===== config.mk =====
export PLATFORM = sky130hd
export DESIGN_NAME = adder_acc
export DESIGN_NICKNAME = d
export VERILOG_FILES = /design/src/rtl/adder_acc.sv
export SDC_FILE = /design/constraint.sdc
export NUM_CORES = 1
export LEC_CHECK = 0
export CORE_ASPECT_RATIO = 0.8
export CORE_MARGIN = 2
export CORE_UTILIZATION = 35
export DETAILED_ROUTE_END_ITERATION = 8
export HOLD_SLACK_MARGIN = 0.1
export PLACE_DENSITY_LB_ADDON = 0.08
export SLEW_MARGIN = 20
export SYNTH_ARGS = -nofsm -noshare
export SYNTH_HDL_FRONTEND = slang
export SYNTH_SLANG_ARGS = --single-unit

===== constraint.sdc =====
create_clock -name clk -period 2.5 [get_ports clk]
set_clock_uncertainty 0.1 [all_clocks]
set_input_delay 0.25 -clock clk [delete_from_list [all_inputs] [get_ports clk]]
set_output_delay 0.25 -clock clk [all_outputs]
set_load 0.02 [all_outputs]

===== src/rtl/adder_acc.sv =====
`default_nettype none
// ============================================================================
//  Module   : adder_acc
//  Purpose  : Registered unsigned adder / subtractor / accumulator with a
//             valid/ready handshake on both sides, carry/borrow reporting
//             and a sticky overflow flag.
//  Revision : 1.0 - initial release
// ----------------------------------------------------------------------------
//  Ports
//    clk           in   1      rising-edge clock
//    rst_n         in   1      asynchronous active-low reset
//    i_in_valid    in   1      operand beat valid
//    o_in_ready    out  1      beat can be accepted (!o_out_valid || i_out_ready)
//    i_mode        in   2      00 ADD, 01 SUB, 10 ACC, 11 LOAD
//    i_a           in   WIDTH  operand A
//    i_b           in   WIDTH  operand B (ignored in ACC and LOAD)
//    i_clear       in   1      synchronous clear of accumulator and sticky flag
//    o_out_valid   out  1      result valid
//    i_out_ready   in   1      consumer accepts the result
//    o_sum         out  WIDTH  registered result
//    o_overflow    out  1      carry/borrow of the current result
//    o_ovf_sticky  out  1      OR of o_overflow since reset or last clear
// ----------------------------------------------------------------------------
//  Build option
//    ADDER_SAT_EN  when defined, results saturate instead of wrapping
//                  (all ones on carry, zero on borrow); overflow still reported
// ============================================================================
module adder_acc #(
  parameter int WIDTH = 8
) (
  input  logic             clk,
  input  logic             rst_n,
  input  logic             i_in_valid,
  output logic             o_in_ready,
  input  logic [1:0]       i_mode,
  input  logic [WIDTH-1:0] i_a,
  input  logic [WIDTH-1:0] i_b,
  input  logic             i_clear,
  output logic             o_out_valid,
  input  logic             i_out_ready,
  output logic [WIDTH-1:0] o_sum,
  output logic             o_overflow,
  output logic             o_ovf_sticky
);

  localparam logic [1:0] c_MODE_ADD  = 2'b00;
  localparam logic [1:0] c_MODE_SUB  = 2'b01;
  localparam logic [1:0] c_MODE_ACC  = 2'b10;
  localparam logic [1:0] c_MODE_LOAD = 2'b11;

  logic             r_out_valid;
  logic [WIDTH-1:0] r_sum;
  logic             r_overflow;
  logic             r_ovf_sticky;
  logic [WIDTH-1:0] r_acc;

  logic             w_in_ready;
  logic             w_accept;
  logic [WIDTH-1:0] w_acc_base;
  logic [WIDTH:0]   w_wide;
  logic [WIDTH-1:0] w_raw;
  logic [WIDTH-1:0] w_res;
  logic             w_ovf;
  logic [WIDTH-1:0] w_acc_next;
  logic             w_sticky_next;

  // Single-entry output buffer: a new beat may enter whenever the held
  // result is empty or leaves on this same edge.
  assign w_in_ready = !r_out_valid || i_out_ready;
  assign w_accept   = i_in_valid && w_in_ready;

  // Clear takes effect before a same-cycle beat, so ACC sees a zero base.
  assign w_acc_base = i_clear ? '0 : r_acc;

  always_comb begin
    w_wide = '0;
    w_raw  = '0;
    w_ovf  = 1'b0;
    case (i_mode)
      c_MODE_ADD: begin
        w_wide = {1'b0, i_a} + {1'b0, i_b};
        w_raw  = w_wide[WIDTH-1:0];
        w_ovf  = w_wide[WIDTH];
      end
      c_MODE_SUB: begin
        // The extra MSB of a WIDTH+1 subtraction is the unsigned borrow.
        w_wide = {1'b0, i_a} - {1'b0, i_b};
        w_raw  = w_wide[WIDTH-1:0];
        w_ovf  = w_wide[WIDTH];
      end
      c_MODE_ACC: begin
        w_wide = {1'b0, w_acc_base} + {1'b0, i_a};
        w_raw  = w_wide[WIDTH-1:0];
        w_ovf  = w_wide[WIDTH];
      end
      default: begin // c_MODE_LOAD
        w_raw = i_a;
        w_ovf = 1'b0;
      end
    endcase
  end

`ifdef ADDER_SAT_EN
  // Borrow clamps to zero, carry clamps to all ones.
  always_comb begin
    w_res = w_raw;
    if (w_ovf) begin
      w_res = (i_mode == c_MODE_SUB) ? '0 : '1;
    end
  end
`else
  assign w_res = w_raw;
`endif

  always_comb begin
    w_acc_next = w_acc_base;
    if (w_accept) begin
      if (i_mode == c_MODE_ACC) begin
        w_acc_next = w_res;
      end else if (i_mode == c_MODE_LOAD) begin
        w_acc_next = i_a;
      end
    end
  end

  assign w_sticky_next = (i_clear ? 1'b0 : r_ovf_sticky) | (w_accept & w_ovf);

  always_ff @(posedge clk or negedge rst_n) begin
    if (!rst_n) begin
      r_out_valid  <= 1'b0;
      r_sum        <= '0;
      r_overflow   <= 1'b0;
      r_ovf_sticky <= 1'b0;
      r_acc        <= '0;
    end else begin
      r_acc        <= w_acc_next;
      r_ovf_sticky <= w_sticky_next;
      if (w_accept) begin
        r_out_valid <= 1'b1;
        r_sum       <= w_res;
        r_overflow  <= w_ovf;
      end else if (i_out_ready) begin
        r_out_valid <= 1'b0;
      end
    end
  end

  assign o_in_ready   = w_in_ready;
  assign o_out_valid  = r_out_valid;
  assign o_sum        = r_sum;
  assign o_overflow   = r_overflow;
  assign o_ovf_sticky = r_ovf_sticky;

endmodule
`default_nettype wire


## Word-level counts from Yosys, hierarchy flattened

Cells that the tools add are included.

| operators by class | value |
|---|---|
| reductions and logical operators | 5 |
| mux-type cells | 9 |
| bitwise gates (word level) | 2 |
| equal/unequal tests | 3 |
| add/sub/neg operators | 3 |

Operators by type and width:

| kind | number |
|---|---|
| $mux W8 | 4 |
| $pmux W8 S3 | 1 |
| $add A8 B8 Y9 | 2 |
| $sub A8 B8 Y9 | 1 |
| $eq A2 B2 Y1 const B | 2 |
| $mux W1 | 3 |
| $pmux W1 S3 | 1 |
| $eq A2 B1 Y1 const B | 1 |
| $logic_not A2 Y1 | 1 |
| $reduce_bool A2 Y1 | 1 |
| $and A1 B1 Y1 | 1 |
| $logic_and A1 B1 Y1 | 1 |
| $logic_not A1 Y1 | 1 |
| $logic_or A1 B1 Y1 | 1 |
| $or A1 B1 Y1 | 1 |

| word-level totals | value |
|---|---|
| logic and storage cells | 27 |
| output and inout port bits | 12 |
| register bits after elaboration | 19 |
| bits of input ports | 23 |

## Logic depth before layout (Yosys ltp)

Gate-level depths: netlist of run 1.

| logic depth | value |
|---|---|
| depth after elaboration | 5 |
| gate-level depth with buffers | 10 |
| depth with buffers taken out | 10 |

## Worst setup path before layout of run 1

No wires, ideal clock.

| path | value |
|---|---|
| path kind | reg2reg |
| start point | register r_acc[0] |
| end point | register r_acc[6] |
| slack | 0.092 ns |
| arrival time | 2.244 ns |
| setup time | 0.064 ns |
| stages on the path, launching flop included | 11 |
| clock period less this slack | 2.408 ns |
| cells stage by stage | dfrtp_1 > nor2b_1 > ha_1 > inv_1 > fa_1 > and2b_1 > o31a_2 > nor2_1 > or4b_1 > a31o_1 > a21bo_1 |

| between the ends | value |
|---|---|
| word-level cells in the longest chain between the ends | 5 |

RTL lines:

| element | RTL line | RTL |
|---|---|---|
| start, declared | 55 | `logic [WIDTH-1:0] r_acc;` |
| start signal, assigned | 136 | `r_acc <= w_acc_next;` |
| $mux W8 | 73 | `assign w_acc_base = i_clear ? '0 : r_acc;` |
| $add A8 B8 Y9 | 92 | `w_wide = {1'b0, w_acc_base} + {1'b0, i_a};` |
| $pmux W8 S3 | 79 | `case (i_mode)` |
| $mux W8 | 118 | `if (i_mode == c_MODE_ACC) begin` |
| $mux W8 | 117 | `if (w_accept) begin` |
| net w_acc_next[6] | 64 | `logic [WIDTH-1:0] w_acc_next;` |

The timed path passes the listed nets, and every way through them passes these cells.
A chain may end at the register's enable or synchronous reset.

## Worst setup path after layout of run 1

Same ends and word-level chain as after synthesis.

==> summary.txt, run 1 <==
Outcome
  – Status: finished clean

Final layout
  – Most frequent cells in the layout: 51 x buf_4, 31 x clkdlybuf4s50_1, 22 x ha_1
  – Share of cells above drive strength 1: 24.6%
  – Most common cell after layout, fill and taps aside: buf_4
  – Nets: about 380
  – Final-layout fill cell count: around 560
  – Layout area overhead: 44.8%
  – Ant. Diodes: 0

Setup path
  – Slowest-stage cell, CP: or4b_1
  – Startpoint class of the critical path: register
  – CP Cell Sequence: nor2b_4, ha_4, inv_2, fa_2, and2b_1, o31a_2, nor2_2, or4b_1, a31o_1, a21bo_1
  – R2r startpoint: r_acc[0]
  – Crit. End Element: register
  – Worst path required time: between 2000 and 3000 ps
  – CP Class: reg2reg
  – CP Max Fanout: 3
  – CP peak stage delay: between 400 and 500 ps
  – Crit path from: r_acc[0]
  – Critical path arrival: 2560 ps

Timing
  – Slew Limit Fails: 0
  – Minimum clock period: approximately 2500 ps
  – RSZ-0062 raised after global routing: yes
  – Slew Limit Headroom: 76.6%
  – Fin. Hold Viols: 0
  – Final period util: between 90% and 100%
  – Total Neg Setup Slack: 0 ps
  – Final setup vio count: 0
  – Worst-margin pin slew: ~350 ps
  – Fmax: a little over 400 MHz

Clocking
  – Clock sink count: 19
  – Clock-pin transition on the worst setup and hold timing paths: 70 ps
  – H-Tree Depth: 1
  – Root Driver: clkbuf_8
  – CTS max path bufs: 2
  – CTS buffer count: 3
  – Hold_buf cts: 0
  – CTS tree: yes
  – Later-pin clock latency in the skew report: roughly 260 ps

Synth
  – #FFs+latches synth: 19
  – Synth Flop Type: dfrtp_1
  – Post-synthesis sequential area ratio: about a quarter
  – Syn Area/Cell: a little over 8 um^2
  – Ranking of synthesized cells by area: dfrtp_1 23%, ha_1 15%, o21ai_0 4.7%
  – Synth warn: 0
  – Synth Net Count: 296
  – Mapped Area: between 2000 and 2500 um^2
  – Count of different cell masters after synthesis: 58
  – Area leader, netlist: dfrtp_1
  – Number of synthesized flops with an enable pin: 0
  – Synth top area share: between 20% and 30%
  – Asr flop ratio synth: 100%
  – Cells after synthesis: roughly 250

Power
  – Power per cell area: roughly 400 nW/um^2
  – Pwr Total: between 1000 and 1500 uW
  – Maximum vdd drop: between 0.0002 and 0.0003 V
  – Leak pwr: roughly 0.0014 uW

GRT
  – Initial antenna violation count: 0
  – All-layer global routing usage: 18.3%
  – Total gr overflow: 0
  – Vias in the first global route: around 2000
  – Largest net degree at the start of global routing: 20
  – First-pass GRT wire length: just over 9000 um

Detailed routing
  – DR WL/cell: approximately 14 um
  – Total routed wirelength: around 5600 um
  – First-pass iteration count of the detailed router: 5
  – DRC violation total after the first TritonRoute iteration: between 50 and 60
  – Antenna Nets Post-Route: 0
  – Via density: 5.08
  – Vias: between 2000 and 2500
  – DRC Markers: 0

Floorplan
  – Initial Util: a little under two fifths
  – IO Count: 35
  – Row cnt: 24
  – DIE HEIGHT: between 70 and 80 um
  – Die area: roughly 6400 um^2
  – Die X: a little under 90 um
  – CORE AREA: 5530 um^2

Place
  – Post-DP HPWL: 4510 um
  – GPL Wtd Cong: between 0.8 and 0.9
  – Port bufs: 34

Run
  – Max cap viols: 0

Hold path
  – Min-delay worst type: in2async
==> through the flow <==
step / instance area (um^2) / worst slack, ps / instances / hold WS (ps) / util (%)
final: 2940 / 34.8 / 403 / 237 / 53.2
after global routing: 2940 / -118 / 403 / 260 / 53.2
after CTS: 2860 / -24.7 / 403 / 237 / 51.7
after detailed placement: 2800 / -450 / 398 / 366 / 50.7
after global placement: 2800 / -446 / 398 / 366 / 50.7
after floorplan: 2030 / 91.9 / 246 / -146 / -
==> sequential cells by signal, summed over array words and instances (netlist names) <==
signal and count:
o_sum 8, r_acc 8, o_out_valid 1, o_overflow 1
o_ovf_sticky 1
==> repair_timing <==
item                       CTS  global route
resized for setup            3            24
pin swaps                    1             6
setup endpoints to repair    7             7
setup buffers                1             0
gates cloned                 0             0
==> cell usage after synthesis (all sizes together) (5+ instances only) <==
library cell  instances
nand2                19
a211oi                5
clkbuf                5
a21oi                13
a31oi                 7
inv                  20
dfrtp                19
ha                   24
o21ai                20
nor2                 21
nand2b                8
nor2b                10
buf                   5
==> logic make-up after synthesis <==
logic type / count (synthesis) / synth area share (%)
buffers and inverters: 30 / 5.85
adder cells (fa/ha/maj): 27 / 17.7
XOR/XNOR: 8 / 3.45
AND/OR/NAND/NOR: 77 / 19.8
multiplexers: 7 / 4.19
flip-flops: 19 / 23.4
AO/OA/AOI/OAI: 78 / 25.6
==> area by class of cell <==
class / count / area, um^2 / share of cell area, %
Clock inverter: 1 / 5.00 / 0.170
Sequential cell: 19 / 475 / 16.2
Timing Repair Buffer: 85 / 719 / 24.5
Multi-Input combinational cell: 197 / 1530 / 51.9
Inverter: 20 / 75.1 / 2.55
Tap cell: 78 / 97.6 / 3.32
Clock buffer: 3 / 41.3 / 1.40
==> worst max-delay path: cells and delay by family, from the launching register on <==
kind | cells | cell delay, ps
simple gates | 4 | 860
compound gates | 3 | 590
flops | 1 | 340
fa+ha+maj | 2 | 470
buf+inv | 1 | 30
==> worst paths after layout <==
kind / to / slack, ps / cells past startpoint
worst max-delay path: r_acc[6] / 30 / 10
worst min-delay path: r_acc[2] / 240 / 2
worst max register to register: r_acc[6] / 30 / 10
worst min register to register: o_overflow / 370 / 2
max in group asynchronous: r_acc[5] / 1850 / 2
min in group clk: o_ovf_sticky / 370 / 3
==> power breakdown <==
part / internal [uW] / switching (uW) / leakage [uW]
Clock: 111 / 101 / 0.0000255
Sequential: 352 / 19.9 / 0.000235
Combinational: 293 / 285 / 0.00112
Total: 756 / 406 / 0.00138
==> per-layer routing <==
metal | part of all wire, % | vias up | global-route usage [%]
li1 | - | 1044 | -
met2 | 46 | 45 | 29.5
met1 | 50 | 954 | 26.1
met3 | 3.9 | 4 | 3.19
met4 | 0.55 | 0 | 3.48
met5 | 0 | - | 0
No activity file was read; power rests on OpenSTA's default activity.
==> inputs of run 2 (changes only) <==
--- a/config.mk
+++ b/config.mk
@@ -7,7 +7,7 @@
 export LEC_CHECK = 0
 export CORE_ASPECT_RATIO = 0.8
 export CORE_MARGIN = 2
-export CORE_UTILIZATION = 35
+export CORE_UTILIZATION = 40
 export DETAILED_ROUTE_END_ITERATION = 8
 export HOLD_SLACK_MARGIN = 0.1
 export PLACE_DENSITY_LB_ADDON = 0.08
==> run 2 against run 1 <==
  * First-iteration DRC count increased by 48%
  * Via count decreased by 1.5%
  * Die area decreased by 12%
  * Critical endpoint unchanged
==> summary.txt, run 2 (synthesis gave the netlist of run 1 again) <==
Place
  – Post-place setup slack: -453 ps
  – Placed instance area: approximately 2800 um^2
  – Port bufs: 34
  – Post-DP HPWL: between 4000 and 5000 um
  – GPL Wtd Cong: 0.879

Final layout
  – Most frequent cells in the layout: 49 x buf_4, 31 x clkdlybuf4s50_1, 21 x ha_1
  – Nets: around 370
  – Most common cell after layout, fill and taps aside: buf_4
  – Post-layout util: roughly three fifths
  – Final-layout fill cell count: 463
  – Ant. Diodes: 0
  – Final instance area: slightly below 3000 um^2
  – Share of cells above drive strength 1: a little under a quarter
  – Layout area overhead: 42.2%

Setup path
  – CP Class: reg2reg
  – Slowest-stage cell, CP: or4b_1
  – FF-to-FF path depth: 10
  – Critical path endpoint: r_acc[6]
  – Worst path required time: 2600 ps
  – Reg2Reg Setup Slack: about 61 ps
  – R2r startpoint: r_acc[0]
  – CP Max Fanout: 3
  – Startpoint class of the critical path: register
  – FF-to-FF End: r_acc[6]
  – Crit path from: r_acc[0]
  – CP peak stage delay: about 460 ps
  – Critical path arrival: between 2000 and 3000 ps
  – Crit. End Element: register
  – CP Cell Sequence: nor2b_4, ha_4, inv_1, fa_2, and2b_1, o31a_2, nor2_2, or4b_1, a31o_1, a21bo_1

Timing
  – Fmax: between 400 and 500 MHz
  – Minimum clock period: about 2400 ps
  – Fin. Hold Viols: 0
  – Final worst slack: roughly 60 ps
  – Total Neg Setup Slack: 0 ps
  – Worst-margin pin slew: slightly below 400 ps
  – Final setup vio count: 0
  – Slew Limit Headroom: between 70% and 80%
  – Final period util: between 90% and 100%
  – Slew Limit Fails: 0

Clocking
  – CTS tree: yes
  – CTS buffer count: 3
  – H-Tree Depth: 1
  – Hold_buf cts: 0
  – Root Driver: clkbuf_8
  – CTS max path bufs: 2
  – Clock sink count: 19
  – Later-pin clock latency in the skew report: between 200 and 300 ps
  – Clock-pin transition on the worst setup and hold timing paths: 70 ps

Power
  – Reg power frac: around a third
  – Leak pwr: 0.00136 uW
  – Power per cell area: 401 nW/um^2
  – Switching power share of the total: roughly a third
  – Proportion of power drawn by the clock network: roughly 19%
  – Net Sw Power: just over 400 uW
  – Power share of the combinational group: roughly 49%
  – Pwr Total: roughly 1200 uW
  – Int Power: 755 uW
  – Maximum vdd drop: between 0.0002 and 0.0003 V

Run
  – Max cap viols: 0

GRT
  – All-layer global routing usage: between 10% and 20%
  – Largest net degree at the start of global routing: 20
  – Total gr overflow: 0
  – Initial antenna violation count: 0
  – First-pass GRT wire length: 8770 um
  – Vias in the first global route: approximately 1800

Floorplan
  – Die X: 83.7 um
  – Initial Util: 41.1%
  – CORE AREA: approximately 4900 um^2
  – Die area: 5670 um^2
  – DIE HEIGHT: approximately 68 um
  – Row cnt: 23
  – IO Count: 35

Detailed routing
  – DRC violation total after the first TritonRoute iteration: 83
  – Total routed wirelength: around 5400 um
  – Antenna Nets Post-Route: 0
  – Vias: a little over 2000
  – First-pass iteration count of the detailed router: 4
  – Via density: 5.24
  – DR WL/cell: approximately 14 um
  – DRC Markers: 0

Hold path
  – Min-delay worst type: in2async

Outcome
  – Status: finished clean
==> run 2: critical path, delay by kind of cell, from the launching register on <==
kind	cells	cell delay, ps
fa+ha+maj	2	480
simple gates	4	890
compound gates	3	540
flops	1	330
buf+inv	1	40
==> run 2: through the flow <==
stage | instances | hold slack, ps
after global placement | 378 | 367
after global routing | 385 | 260
final | 385 | 234
after floorplan | 246 | -146
after CTS | 383 | 243
after detailed placement | 378 | 372
==> run 2: cell type report <==
cell class | count | area [um^2] | share of cell area [%]
multi-input cells | 197 | 1510 | 52.3
repair buffers | 83 | 704 | 24.4
flip-flops and latches | 19 | 475 | 16.5
well taps | 62 | 77.6 | 2.69
inverters | 20 | 75.1 | 2.60
clock buffers | 3 | 41.3 | 1.43
clock inverters | 1 | 5.00 | 0.173
==> run 2: timing repair <==
item | in CTS | in global routing
pin swaps | 1 | 8
resized for setup | 5 | 18
gates cloned | 0 | 0
buffers inserted | 1 | 2
setup endpoints to repair | 6 | 6
==> run 2: how the worst min path moves through the flow <==
| stage | endpoint | slack (ps) | cells past startpoint |
|---|---|---|---|
| floorplan | o_out_valid | -150 | 0 |
| global placement | o_overflow | 370 | 2 |
| detailed placement | o_sum[1] | 370 | 2 |
| CTS | o_sum[5] | 240 | 2 |
| global route | r_acc[4] | 260 | 2 |
| finish | r_acc[6] | 230 | 2 |
==> run 2: routing by layer <==
| layer | track usage, % | vias to the layer above | share of wire, % |
|---|---|---|---|
| li1 | - | 1047 | - |
| met1 | 26.5 | 917 | 48 |
| met2 | 33.5 | 48 | 47 |
| met3 | 3.55 | 5 | 4.6 |
| met4 | 2.42 | 0 | 0.70 |
| met5 | 0 | - | 0 |
==> run 2: power by group through the flow <==
stage               clock network, uW  registers, uW  logic, uW
floorplan                           0            418        259
global placement                    0            377        550
detailed placement                  0            378        553
CTS                               225            372        558
global route                      236            379        628
finish                            215            371        573
